File: src/rtl/dds_pkg.sv
// Shared constants and sample-format helpers for the DDS voice path.
// Samples travel between blocks as offset binary; arithmetic is done in
// two's complement, so conversion is a flip of the MSB in either direction.
package dds_pkg;

  localparam int unsigned      DDS_M        = 12;
  localparam int unsigned      DDS_NV       = 4;
  localparam logic [DDS_M-1:0] DDS_MIDSCALE = 12'h800;

  function automatic logic signed [DDS_M-1:0] obin_to_s(input logic [DDS_M-1:0] v);
    return {~v[DDS_M-1], v[DDS_M-2:0]};
  endfunction

  function automatic logic [DDS_M-1:0] s_to_obin(input logic signed [DDS_M-1:0] v);
    return {~v[DDS_M-1], v[DDS_M-2:0]};
  endfunction

  // Clamp a sum of up to four M-bit voices (M+2 bits signed) to M bits signed.
  function automatic logic signed [DDS_M-1:0] sat_m(input logic signed [DDS_M+1:0] v);
    logic signed [DDS_M+1:0] hi;
    logic signed [DDS_M+1:0] lo;
    hi = {3'b000, {(DDS_M-1){1'b1}}};
    lo = {3'b111, {(DDS_M-1){1'b0}}};
    if (v > hi)      return {1'b0, {(DDS_M-1){1'b1}}};
    else if (v < lo) return {1'b1, {(DDS_M-1){1'b0}}};
    else             return v[DDS_M-1:0];
  endfunction

endpackage

File: src/rtl/dds_sdm_dac.sv
// First-order sigma-delta modulator.
// Ports:
//   clk  - system clock
//   rst  - asynchronous active-high reset
//   din  - unsigned M-bit level (offset-binary sample)
//   dout - 1-bit stream whose ones density is din / 2^M
module dds_sdm_dac
  import dds_pkg::*;
#(
  parameter int unsigned M = DDS_M
) (
  input  logic         clk,
  input  logic         rst,
  input  logic [M-1:0] din,
  output logic         dout
);

  logic [M-1:0] r_sacc;
  logic         r_dout;
  logic [M:0]   w_nxt;

  // Carry out of the M-bit accumulator is the output bit.
  assign w_nxt = {1'b0, r_sacc} + {1'b0, din};

  always_ff @(posedge clk or posedge rst) begin
    if (rst) begin
      r_sacc <= '0;
      r_dout <= 1'b0;
    end else begin
      r_sacc <= w_nxt[M-1:0];
      r_dout <= w_nxt[M];
    end
  end

  assign dout = r_dout;

endmodule

File: src/rtl/dds_voice_mixer.sv
// Voice mixer for the 4-voice DDS core.
// Each frame (NV+1 clocks) the voice samples, enables and attenuations are
// snapshotted, the voices are summed one per clock, and the saturated mix is
// registered as offset binary and fed to a sigma-delta DAC.
// Ports:
//   clk        - system clock
//   rst        - asynchronous active-high reset
//   voices_i   - NV packed offset-binary samples, voice k = [k*M +: M]
//   voice_en_i - per-voice enable (disabled voice contributes midscale)
//   atten_i    - per-voice arithmetic right shift, voice k = [k*AW +: AW]
//   mix_o      - registered mix, offset binary
//   mix_vld_o  - one-cycle pulse when mix_o updates
//   sdm_o      - sigma-delta bitstream of mix_o
module dds_voice_mixer
  import dds_pkg::*;
#(
  parameter int unsigned M  = DDS_M,
  parameter int unsigned NV = DDS_NV,
  parameter int unsigned AW = 2
) (
  input  logic            clk,
  input  logic            rst,
  input  logic [NV*M-1:0] voices_i,
  input  logic [NV-1:0]   voice_en_i,
  input  logic [NV*AW-1:0] atten_i,
  output logic [M-1:0]    mix_o,
  output logic            mix_vld_o,
  output logic            sdm_o
);

  localparam int unsigned IW  = (NV > 1) ? $clog2(NV) : 1;
  localparam int unsigned PW  = $clog2(NV + 1);
  localparam int unsigned AAW = M + $clog2(NV);

  localparam logic signed [AAW-1:0] SMAX = {{(AAW-M+1){1'b0}}, {(M-1){1'b1}}};
  localparam logic signed [AAW-1:0] SMIN = {{(AAW-M+1){1'b1}}, {(M-1){1'b0}}};

  logic [PW-1:0]          r_phase;
  logic [NV*M-1:0]        r_voices;
  logic [NV-1:0]          r_en;
  logic [NV*AW-1:0]       r_atten;
  logic signed [AAW-1:0]  r_acc;
  logic [M-1:0]           r_mix;
  logic                   r_vld;

  logic [IW-1:0]          w_idx;
  logic [M-1:0]           w_sel_v;
  logic                   w_sel_en;
  logic [AW-1:0]          w_sel_at;
  logic signed [M-1:0]    w_s;
  logic signed [M-1:0]    w_sh;
  logic signed [AAW-1:0]  w_term;
  logic signed [AAW-1:0]  w_sum;
  logic signed [M-1:0]    w_sat;
  logic [M-1:0]           w_mix;

  // At phase k (1..NV) the term for voice k-1 is added.
  assign w_idx = IW'(r_phase - PW'(1));

  always_comb begin
    w_sel_v  = r_voices[w_idx*M +: M];
    w_sel_en = r_en[w_idx];
    w_sel_at = r_atten[w_idx*AW +: AW];
    w_s      = {~w_sel_v[M-1], w_sel_v[M-2:0]};
    w_sh     = w_s >>> w_sel_at;
    w_term   = w_sel_en ? {{(AAW-M){w_sh[M-1]}}, w_sh} : '0;
    w_sum    = r_acc + w_term;
    if (w_sum > SMAX)      w_sat = {1'b0, {(M-1){1'b1}}};
    else if (w_sum < SMIN) w_sat = {1'b1, {(M-1){1'b0}}};
    else                   w_sat = w_sum[M-1:0];
    w_mix    = {~w_sat[M-1], w_sat[M-2:0]};
  end

  always_ff @(posedge clk or posedge rst) begin
    if (rst) begin
      r_phase  <= '0;
      r_voices <= '0;
      r_en     <= '0;
      r_atten  <= '0;
      r_acc    <= '0;
      r_mix    <= {1'b1, {(M-1){1'b0}}};
      r_vld    <= 1'b0;
    end else begin
      r_vld <= 1'b0;
      if (r_phase == '0) begin
        r_voices <= voices_i;
        r_en     <= voice_en_i;
        r_atten  <= atten_i;
        r_acc    <= '0;
        r_phase  <= PW'(1);
      end else if (r_phase == PW'(NV)) begin
        // Last voice goes straight into the output; the accumulator is left alone.
        r_mix   <= w_mix;
        r_vld   <= 1'b1;
        r_phase <= '0;
      end else begin
        r_acc   <= w_sum;
        r_phase <= r_phase + PW'(1);
      end
    end
  end

  assign mix_o     = r_mix;
  assign mix_vld_o = r_vld;

  dds_sdm_dac #(
    .M (M)
  ) u_sdm (
    .clk  (clk),
    .rst  (rst),
    .din  (r_mix),
    .dout (sdm_o)
  );

endmodule

File: config.mk
export PLATFORM = sky130hd
export DESIGN_NAME = dds_voice_mixer
export DESIGN_NICKNAME = d
export VERILOG_FILES = /design/src/rtl/dds_pkg.sv /design/src/rtl/dds_sdm_dac.sv /design/src/rtl/dds_voice_mixer.sv
export SDC_FILE = /design/constraint.sdc
export NUM_CORES = 1
export LEC_CHECK = 0
export ABC_AREA = 1
export CAP_MARGIN = 10
export CORE_MARGIN = 2
export CORE_UTILIZATION = 50
export CTS_CLUSTER_SIZE = 16
export DETAILED_ROUTE_END_ITERATION = 16
export PLACE_DENSITY = 0.78
export SETUP_SLACK_MARGIN = 0.3
export SYNTH_ARGS = -nofsm -noshare
export SYNTH_HDL_FRONTEND = slang
export SYNTH_SLANG_ARGS = --single-unit
export TNS_END_PERCENT = 10
File: constraint.sdc
create_clock -name clk -period 3.66 [get_ports clk]
set_input_delay 0.549 -clock clk [delete_from_list [all_inputs] [get_ports clk]]
set_output_delay 0.549 -clock clk [all_outputs]
set_load 0.01 [all_outputs]
Word-level counts from Yosys, hierarchy flattened --
Index checks and enable logic that the tools add are counted. W data, S select, Z words.
Word-level totals: flip-flop bits (word level) 103, bits in latches 0, bits in writable memories 0, memories kept 0, input bits 62, ROM bits 0
Cells by class: bitwise logic cells 3, $add $sub $neg 4, eq/ne operators 2, mux-type cells 11, shift operators 3, order comparisons 3, divide/modulo/power cells 0, reductions and logical operators 2, $mul 1
Operators by type and width (count):
- $shiftx A48 B7 Y12 | 1
- $mux W14 | 3
- $mux W12 | 2
- $add A14 B14 Y14 | 1
- $gt A14 B12 Y1 const B | 1
- $lt A14 B12 Y1 const B | 1
- $add A12 B12 Y13 | 1
- $sshr A12 B2 Y12 | 1
- $shiftx A8 B4 Y2 | 1
- $mux W3 | 2
- $mul A2 B2 Y4 const B | 1
- $add A3 B1 Y3 const B | 1
- $eq A3 B3 Y1 const B | 1
- $logic_not A3 Y1 | 1
- $lt A2 B3 Y1 const B | 1
- $mux W1 | 3
- $not A1 Y1 | 3
- $bmux W1 S2 | 1
- $ne A2 B2 Y1 const B | 1
- $reduce_and A2 Y1 | 1
- $sub A2 B1 Y2 const B | 1

Longest topological paths before layout --
Gate-level depths: netlist (run 1).
word-level depth 11, mapped depth 29, mapped depth without buffers 26

Cells and area by module --
From an unflattened synthesis (run 1), not the netlist that was laid out.
Unflattened totals: cell total of the unflattened synthesis 721, area total of the unflattened synthesis 5909.4 um^2
By module, submodules not included:
- dds_voice_mixer | instances 1, area each 4927.2 um^2, seq. area each 2253.4 um^2, cells an instance 585
- dds_sdm_dac | instances 1, area each 982.2 um^2, seq. area each 325.3 um^2, cells an instance 136

Worst setup path after synthesis (run 1) --
No wires, ideal clock.
kind register -> register, start point register r_phase[0], end point register r_mix[3] (netlist: mix_o[3]), setup slack 0.134 ns, period minus slack after synthesis 3.526 ns, buffers on the path 4, cell stages (with the launch flop) 29, data required time 3.543 ns, data arrival time 3.409 ns, path through dfrtp_1 > inv_2 > buf_4 > buf_2 > ha_1 > inv_1 > buf_2 > o21ai_0 > o22ai_1 > nand2_1 > o21ai_0 > o21ai_0 > a31oi_1 > ha_1 > nand2_1 > inv_1 > nand2_1 > nand2_1 > nor2_1 > nor2_1 > nor2_1 > nand2_1 > nand2_2 > inv_2 > nand2_2 > buf_6 > nand2_1 > nand2_1 > nand2_1
Between the ends: longest elaborated chain between the ends 10
Ends and longest elaborated chain:
- start, declared | RTL line dds_voice_mixer.sv:38 | logic [PW-1:0] r_phase;
- start signal, assigned | RTL line dds_voice_mixer.sv:98 | r_phase <= r_phase + PW'(1);
- $sub A2 B1 Y2 | RTL line dds_voice_mixer.sv:58 | assign w_idx = IW'(r_phase - PW'(1));
- $mul A2 B2 Y4 | RTL line dds_voice_mixer.sv:61 | w_sel_v = r_voices[w_idx*M +: M];
- $shiftx A48 B7 Y12 | RTL line dds_voice_mixer.sv:61
- $not A1 Y1 | RTL line dds_voice_mixer.sv:64 | w_s = {~w_sel_v[M-1], w_sel_v[M-2:0]};
- $sshr A12 B2 Y12 | RTL line dds_voice_mixer.sv:65 | w_sh = w_s >>> w_sel_at;
- $mux W14 | RTL line dds_voice_mixer.sv:66 | w_term = w_sel_en ? {{(AAW-M){w_sh[M-1]}}, w_sh} : '0;
- $add A14 B14 Y14 | RTL line dds_voice_mixer.sv:67 | w_sum = r_acc + w_term;
- $lt A14 B12 Y1 | RTL line dds_voice_mixer.sv:69 | else if (w_sum < SMIN) w_sat = {1'b1, {(M-1){1'b0}}};
- $mux W12 | RTL line dds_voice_mixer.sv:69
- $mux W12 | RTL line dds_voice_mixer.sv:68 | if (w_sum > SMAX) w_sat = {1'b0, {(M-1){1'b1}}};
- end signal, assigned | RTL line dds_voice_mixer.sv:81 | r_mix <= {1'b1, {(M-1){1'b0}}};
- end signal, assigned | RTL line dds_voice_mixer.sv:93 | r_mix <= w_mix;
- end, declared | RTL line dds_voice_mixer.sv:43 | logic [M-1:0] r_mix;
Parallel ways exist; a longest one is shown, timed or not. The select of a mux whose other input is x is not followed. A chain may end at the register's enable or synchronous reset.

Worst setup path in the final report (run 1) --
start point register r_phase[0], end point register r_mix[10] (netlist: mix_o[10])
The elaborated chain is that of the path after synthesis.

==> run metrics, run 1 <==
run status finished, final reports clean; clock buffer depth 2; vias in the first global route 4,846; Ys Warns 0; Vias ~5,000; clock latency on the worst-skew pair 0.35 ns; Top FF cell, synth dfrtp_1; fillers 896; Syn Area/Cell between 8 and 9 um2; CP arrival 3.52 ns; Peak VDD IR 0.000589 V; Worst Path Buf+Inv 2; reg-to-reg slack, setup between 0.4 and 0.5 ns; EDFF count, synth 0; max-capacitance violation count 0; Core Box Area 11,300 um2; largest area contributor in the synthesized netlist dfrtp_1; Comb pwr share between 40% and 50%; mux cell area share after synthesis 10.5%; Synth Area in Compound Gates 9.88%; CP Capture Type flip-flop; slowest CP cell dfrtp_1; Post-Place Worst Slack around 0.21 ns; max frequency between 300 and 400 MHz; Pre-antenna DRT Iters 5; most common cell after layout, fill and taps aside nand2_1; fraction of registers with async set/reset 100%; leakage 3.49 nW; antenna diode count 0; First DRT Iteration DRCs 273; clock root cell clkbuf_16; Max stage delay on crit path 0.37 ns; Fin. Hold Viols 0; flops & latches, synth 103; initial antenna violation count 0; CP Launch Type flip-flop; DRC Markers 0; Max-slew headroom 49.9%; Syn Std Cell Area 5750 um2; most frequent CP cell nand2_2; Max FO, Critical Path 6; post-route ant nets 0; area share of and/or/nand/nor cells after synthesis between 10% and 20%; Num CTS Buffers 9; Rows 39; hold bufs inserted after CTS 0; area delta synth->final 29.3%; Synth area leaders dfrtp_1 44%, nand2_1 12%, mux2_2 9.8%, ha_1 5.9%, o21ai_0 3.7%; worst hold slack 0.482 ns; Switching Fraction 38.7%; Flop pwr share 32.5%; synthesized-area fraction occupied by adder cells 6.57%; unrepaired setup endpoints after global routing true; Synth top area share 44.4%; cell count after synthesis 673; Required @ worst endpoint roughly 4.0 ns; share of cells above drive strength 1 a little over a fifth; Total GRT Usage between 20% and 30%; TNS Setup 0 ns; CP Class reg -> reg; num ports 76; Synth cell types 33; htree depth 3; Crit path max-delay family simple AND/OR/NAND/NOR gates; Clock Skew slightly above 0.006 ns; Die Wd 111 um; HPWL Detailed 9820 um; crit share post-route roughly nine tenths; Clock Pin Slew Worst Setup and Hold Paths 0.07 ns; most frequent cells in the layout 171 x nand2_1, 102 x dfrtp_1, 75 x clkdlybuf4s50_1, 50 x mux2_2, 48 x inv_1; drt total wl 14,000 um; DR WL/cell 15.4 um; internal power 2.98 mW; Via density approximately 5.4; Die Height 111 um; Layout Nets 854; CTS Sinks 103; XOR/XNOR Fraction of Synth Area about 2.6%; Final Wtd Congestion 0.968; Slew Viols, Final 0; crit path cell chain inv_2, ha_4, buf_6, o21ai_0, nor2_1, a21oi_2, a21oi_1, o21ai_1, a21oi_1, ha_2, fa_2, nand3_1, nand2_2, nand3_1, nand3_1, nand2_1, nand2_2, nand2_4, nand2_4, nand2_2, nand2_2, nand2_2, nand2_1; Cells after DPL 876; I/O Buffers 75; CTS tree built; grt ovf 0; Syn Nets 764; Seq/Total Area, Yosys 44.8%; Sw Pwr 1.88 mW; Pwr per Cell Area 654 nW/um2; # setup viols final 0; die area 12,400 um2; Worst Hold Class reg -> reg; worst setup margin ~0.43 ns; worst slew pin tran between 0.7 and 0.8 ns; clock period minus worst slack 3.23 ns; pin count of the biggest net entering global routing 55; final cell count without fillers 911; first-pass GRT wire length 22,600 um; Initial Util 50.8%; Clock Power Share 21.0%; largest family of logic cells by synthesized area simple AND/OR/NAND/NOR gates
-- cells by family (layout without fill, tap and decap cells) --
kind of cell             after synthesis  count (layout)
AO/OA/AOI/OAI                        105             105
XOR/XNOR                              17              17
adder cells (fa/ha/maj)               29              29
buffers and inverters                 82             174
flip-flops                           103             103
multiplexers                          54              54
AND/OR/NAND/NOR                      283             286
-- area by class of cell --
| type | instances | area, um2 | share of cell area, % |
|---|---|---|---|
| repair buffers | 99 | 958 | 12.9 |
| clock inverters | 3 | 47.5 | 0.640 |
| flip-flops and latches | 103 | 2580 | 34.7 |
| multi-input cells | 491 | 3160 | 42.6 |
| inverters | 59 | 236 | 3.18 |
| clock buffers | 13 | 270 | 3.64 |
| well taps | 143 | 179 | 2.41 |
-- flip-flops by register name, summed over array words and instances (netlist names) --
| signal | count |
|---|---|
| mix_o | 12 |
| mix_vld_o | 1 |
| r_acc | 14 |
| r_atten | 8 |
| r_en | 4 |
| r_phase | 3 |
| r_voices | 48 |
| u_sdm.dout | 1 |
| u_sdm.r_sacc | 12 |
-- worst register-to-register path: stages, from the launching register on --
cell	delay, ns
dfrtp_1	0.37
inv_2	0.07
ha_4	0.32
buf_6	0.13
o21ai_0	0.07
nor2_1	0.22
a21oi_2	0.07
a21oi_1	0.15
o21ai_1	0.09
a21oi_1	0.17
ha_2	0.22
fa_2	0.22
nand3_1	0.09
nand2_2	0.13
nand3_1	0.11
nand3_1	0.09
nand2_1	0.06
nand2_2	0.12
nand2_4	0.09
nand2_4	0.11
nand2_2	0.06
nand2_2	0.06
nand2_2	0.05
nand2_1	0.10
-- routing by layer --
layer	GRT usage (%)	part of all wire [%]
met1	29.5	43
met2	36.8	49
met3	3.61	5.2
met5	0	0
met4	10.1	2.7
-- power groups by stage --
stage	combinational, mW	clock, mW	sequential [mW]
detailed placement	1.92	0	1.58
global route	2.53	1.09	1.61
CTS	1.96	1.04	1.57
global placement	1.87	0	1.57
floorplan	1.39	0	1.56
finish	2.26	1.02	1.58
-- worst paths after layout --
kind / from / to / cells past startpoint
min in group asynchronous: rst / u_sdm.r_sacc[1] / 2
min reg2reg: u_sdm.r_sacc[0] / u_sdm.r_sacc[0] / 1
max reg2reg: r_phase[0] / mix_o[10] / 23
min: u_sdm.r_sacc[0] / u_sdm.r_sacc[0] / 1
max: r_phase[0] / mix_o[10] / 23
max in group asynchronous: rst / r_voices[44] / 3
-- Yosys cell counts, types with 2 or more instances --
| master | n |
|---|---|
| nor3_1 | 3 |
| nand4_1 | 3 |
| buf_1 | 2 |
| xnor2_1 | 6 |
| buf_6 | 2 |
| a31oi_1 | 6 |
| xor2_1 | 11 |
| a21oi_1 | 42 |
| nand3_1 | 31 |
| dfrtp_1 | 102 |
| o21bai_1 | 3 |
| nand2_1 | 189 |
| inv_1 | 55 |
| mux2i_1 | 4 |
| nand2_2 | 7 |
| nor2_1 | 49 |
| ha_1 | 27 |
| buf_2 | 12 |
| o21a_1 | 2 |
| inv_2 | 4 |
| o21ai_0 | 43 |
| fa_1 | 2 |
| mux2_2 | 50 |
| clkbuf_1 | 6 |
| o22ai_1 | 4 |
-- timing repair --
item / in CTS / in global routing
setup buffers: 2 / 14
resized for setup: 12 / 81
pin swaps: 1 / 32
endpoints found under the setup margin: 11 / 15
gates cloned: 0 / 3
-- through the flow --
step | cell area [um2] | util, % | power, mW
after CTS | 7020 | 62.0 | 4.56
after floorplan | 5770 | - | 2.95
after global routing | 7430 | 65.7 | 5.22
final | 7430 | 65.7 | 4.86
after detailed placement | 6650 | 58.8 | 3.51
after global placement | 6650 | 58.8 | 3.44
Note: power is estimated with default switching activity, not from simulation.
==> run 2, diff against run 1 <==
--- a/config.mk
+++ b/config.mk
@@ -7,7 +7,6 @@
 export LEC_CHECK = 0
 export ABC_AREA = 1
 export CAP_MARGIN = 10
-export CORE_MARGIN = 2
 export CORE_UTILIZATION = 50
 export CTS_CLUSTER_SIZE = 16
 export DETAILED_ROUTE_END_ITERATION = 16
==> run 2 against run 1 <==
Against the previous run: cell count is 0.33% higher; setup slack got worse by 0.29 ns; maximum frequency down 8.2%; utilization rose by 2.4 points.
==> run metrics, run 2 (synthesis results as in run 1) <==
worst hold slack 0.477 ns; HPWL Detailed 10,000 um; fillers approximately 800; met2 routed WL 7390 um; DR WL/cell 16.2 um; reg2reg path depth 24; Core Box Area 11,000 um2; max frequency 284 MHz; run status finished, final reports clean; I/O Buffers 75; Largest register FFs 48; Clock Skew 0.00754 ns; Total GRT Usage 25.6%; # setup viols final 0; die area 11,900 um2; CP Class reg -> reg; worst setup margin 0.136 ns; CP Capture Type flip-flop; pin count of the biggest net entering global routing 63; CTS Sinks 103; Num CTS Buffers 9; area of the multi-input gates around 3200 um2; Worst Hold Class reg -> reg; most common cell after layout, fill and taps aside nand2_1; top sig layer met4; clock period minus worst slack 3.52 ns; worst slew pin tran around 0.93 ns; vias in the first global route 5,060; Clock Pin Slew Worst Setup and Hold Paths 0.07 ns; top flop regs r_voices x48, r_acc x14; leakage 3.53 nW; Max FO, Critical Path 7; Routed met3 length 893 um; Die Height around 110 um; drt total wl 14,800 um; share of cells above drive strength 1 between 20% and 30%; Slew Viols, Final 0; antenna diode count 0; Peak VDD IR 0.000634 V; first-pass GRT wire length 23,500 um; clock buffer depth 2; Hold Crit Depth 1; Initial Util between 50% and 60%; Required @ worst endpoint 3.90 ns; Register Area around 2600 um2; initial antenna violation count 0; Pwr per Cell Area 650 nW/um2; Biggest register r_voices; DRC Markers 0; Max-slew headroom 38.0%; CTS tree built; Tot Pwr 4.88 mW; crit share post-route 96.3%; most frequent cells in the layout 168 x nand2_1, 102 x dfrtp_1, 75 x clkdlybuf4s50_1, 50 x mux2_2, 49 x inv_1; Die Wd roughly 110 um; Final Wtd Congestion 1.09; met1 WL between 5000 and 6000 um; clock root cell clkbuf_16; hold bufs inserted after CTS 0; max-capacitance violation count 0; Vias 5,133; unrepaired setup endpoints after global routing true; clock latency on the worst-skew pair 0.36 ns; Layout Nets 860; area delta synth->final 30.5%; htree depth 3; Post-Place Worst Slack 0.0869 ns; grt ovf 0; Pre-antenna DRT Iters 5; CP arrival 3.76 ns; First DRT Iteration DRCs 338; Fin. Hold Viols 0; Rows 38; CP Launch Type flip-flop; Via density 5.62; num ports 76; post-route ant nets 0
run 2: cell count changes in the layout (fill, tap and decap cells not counted), sizes merged:
cell / before / now
clkinv: 1 / 2
clkbuf: 13 / 10
inv: 60 / 62
bufinv: 1 / 0
clkinvlp: 0 / 1
buf: 24 / 31
nand2: 199 / 198
run 2: final cells by class:
class | instances | area share (%)
inverter | 59 | 3.18
tap | 140 | 2.33
timing repair buffer | 106 | 13.5
clock buffer | 10 | 3.05
clock inverter | 6 | 0.850
sequential | 103 | 34.3
multi-input combinational | 490 | 42.7
run 2: final timing paths:
path | startpoint | end | slack [ns]
max in group asynchronous | rst | mix_o[11] | 2.25
worst min register to register | u_sdm.r_sacc[0] | u_sdm.r_sacc[0] | 0.48
min in group asynchronous | rst | r_en[1] | 0.67
worst max-delay path | r_phase[0] | mix_o[4] | 0.14
worst max register to register | r_phase[0] | mix_o[4] | 0.14
worst min-delay path | u_sdm.r_sacc[0] | u_sdm.r_sacc[0] | 0.48
run 2: where the power goes:
group          internal, mW  switching (mW)
clock network         0.481           0.461
registers              1.40           0.178
logic                  1.01            1.35
total                  2.89            1.99
run 2: repair_timing:
action | in CTS | in global routing
cloned | 1 | 1
endpoints found under the setup margin | 11 | 17
pin swaps | 6 | 40
hold endpoints to repair | 0 | 0
resized for setup | 22 | 79
buffers inserted | 8 | 16
run 2: through the flow:
step | std cells | cell area, um2 | util, % | TNS [ns]
final | 914 | 7510 | 68.1 | 0
after global placement | 872 | 6640 | 60.2 | 0
after CTS | 897 | 7080 | 64.2 | 0
after detailed placement | 872 | 6640 | 60.2 | 0
after floorplan | 673 | 5770 | - | 0
after global routing | 914 | 7510 | 68.1 | -0.0790
run 2: layer usage:
metal  vias to the layer above  global-route usage [%]
met1                      2451                    30.7
met4                         0                    9.90
met3                        55                    6.58
met2                       214                    43.8
met5                         -                       0
li1                       2413                       -
run 2: critical path: stages (launching register included):
cell,delay [ns]
dfrtp_1,0.38
inv_2,0.07
ha_4,0.36
buf_6,0.15
o21ai_0,0.12
o22ai_2,0.23
nand2_1,0.09
o21ai_2,0.08
o21ai_1,0.10
nor2_1,0.13
ha_2,0.33
nand2_2,0.10
nand2_1,0.06
nand2_2,0.09
nand2_2,0.08
nor2_4,0.14
nor2_1,0.07
nor2_1,0.14
nand2_1,0.11
nand2_4,0.17
inv_6,0.07
nand2_8,0.10
nand2_2,0.06
nand2_1,0.08
nand2_1,0.08
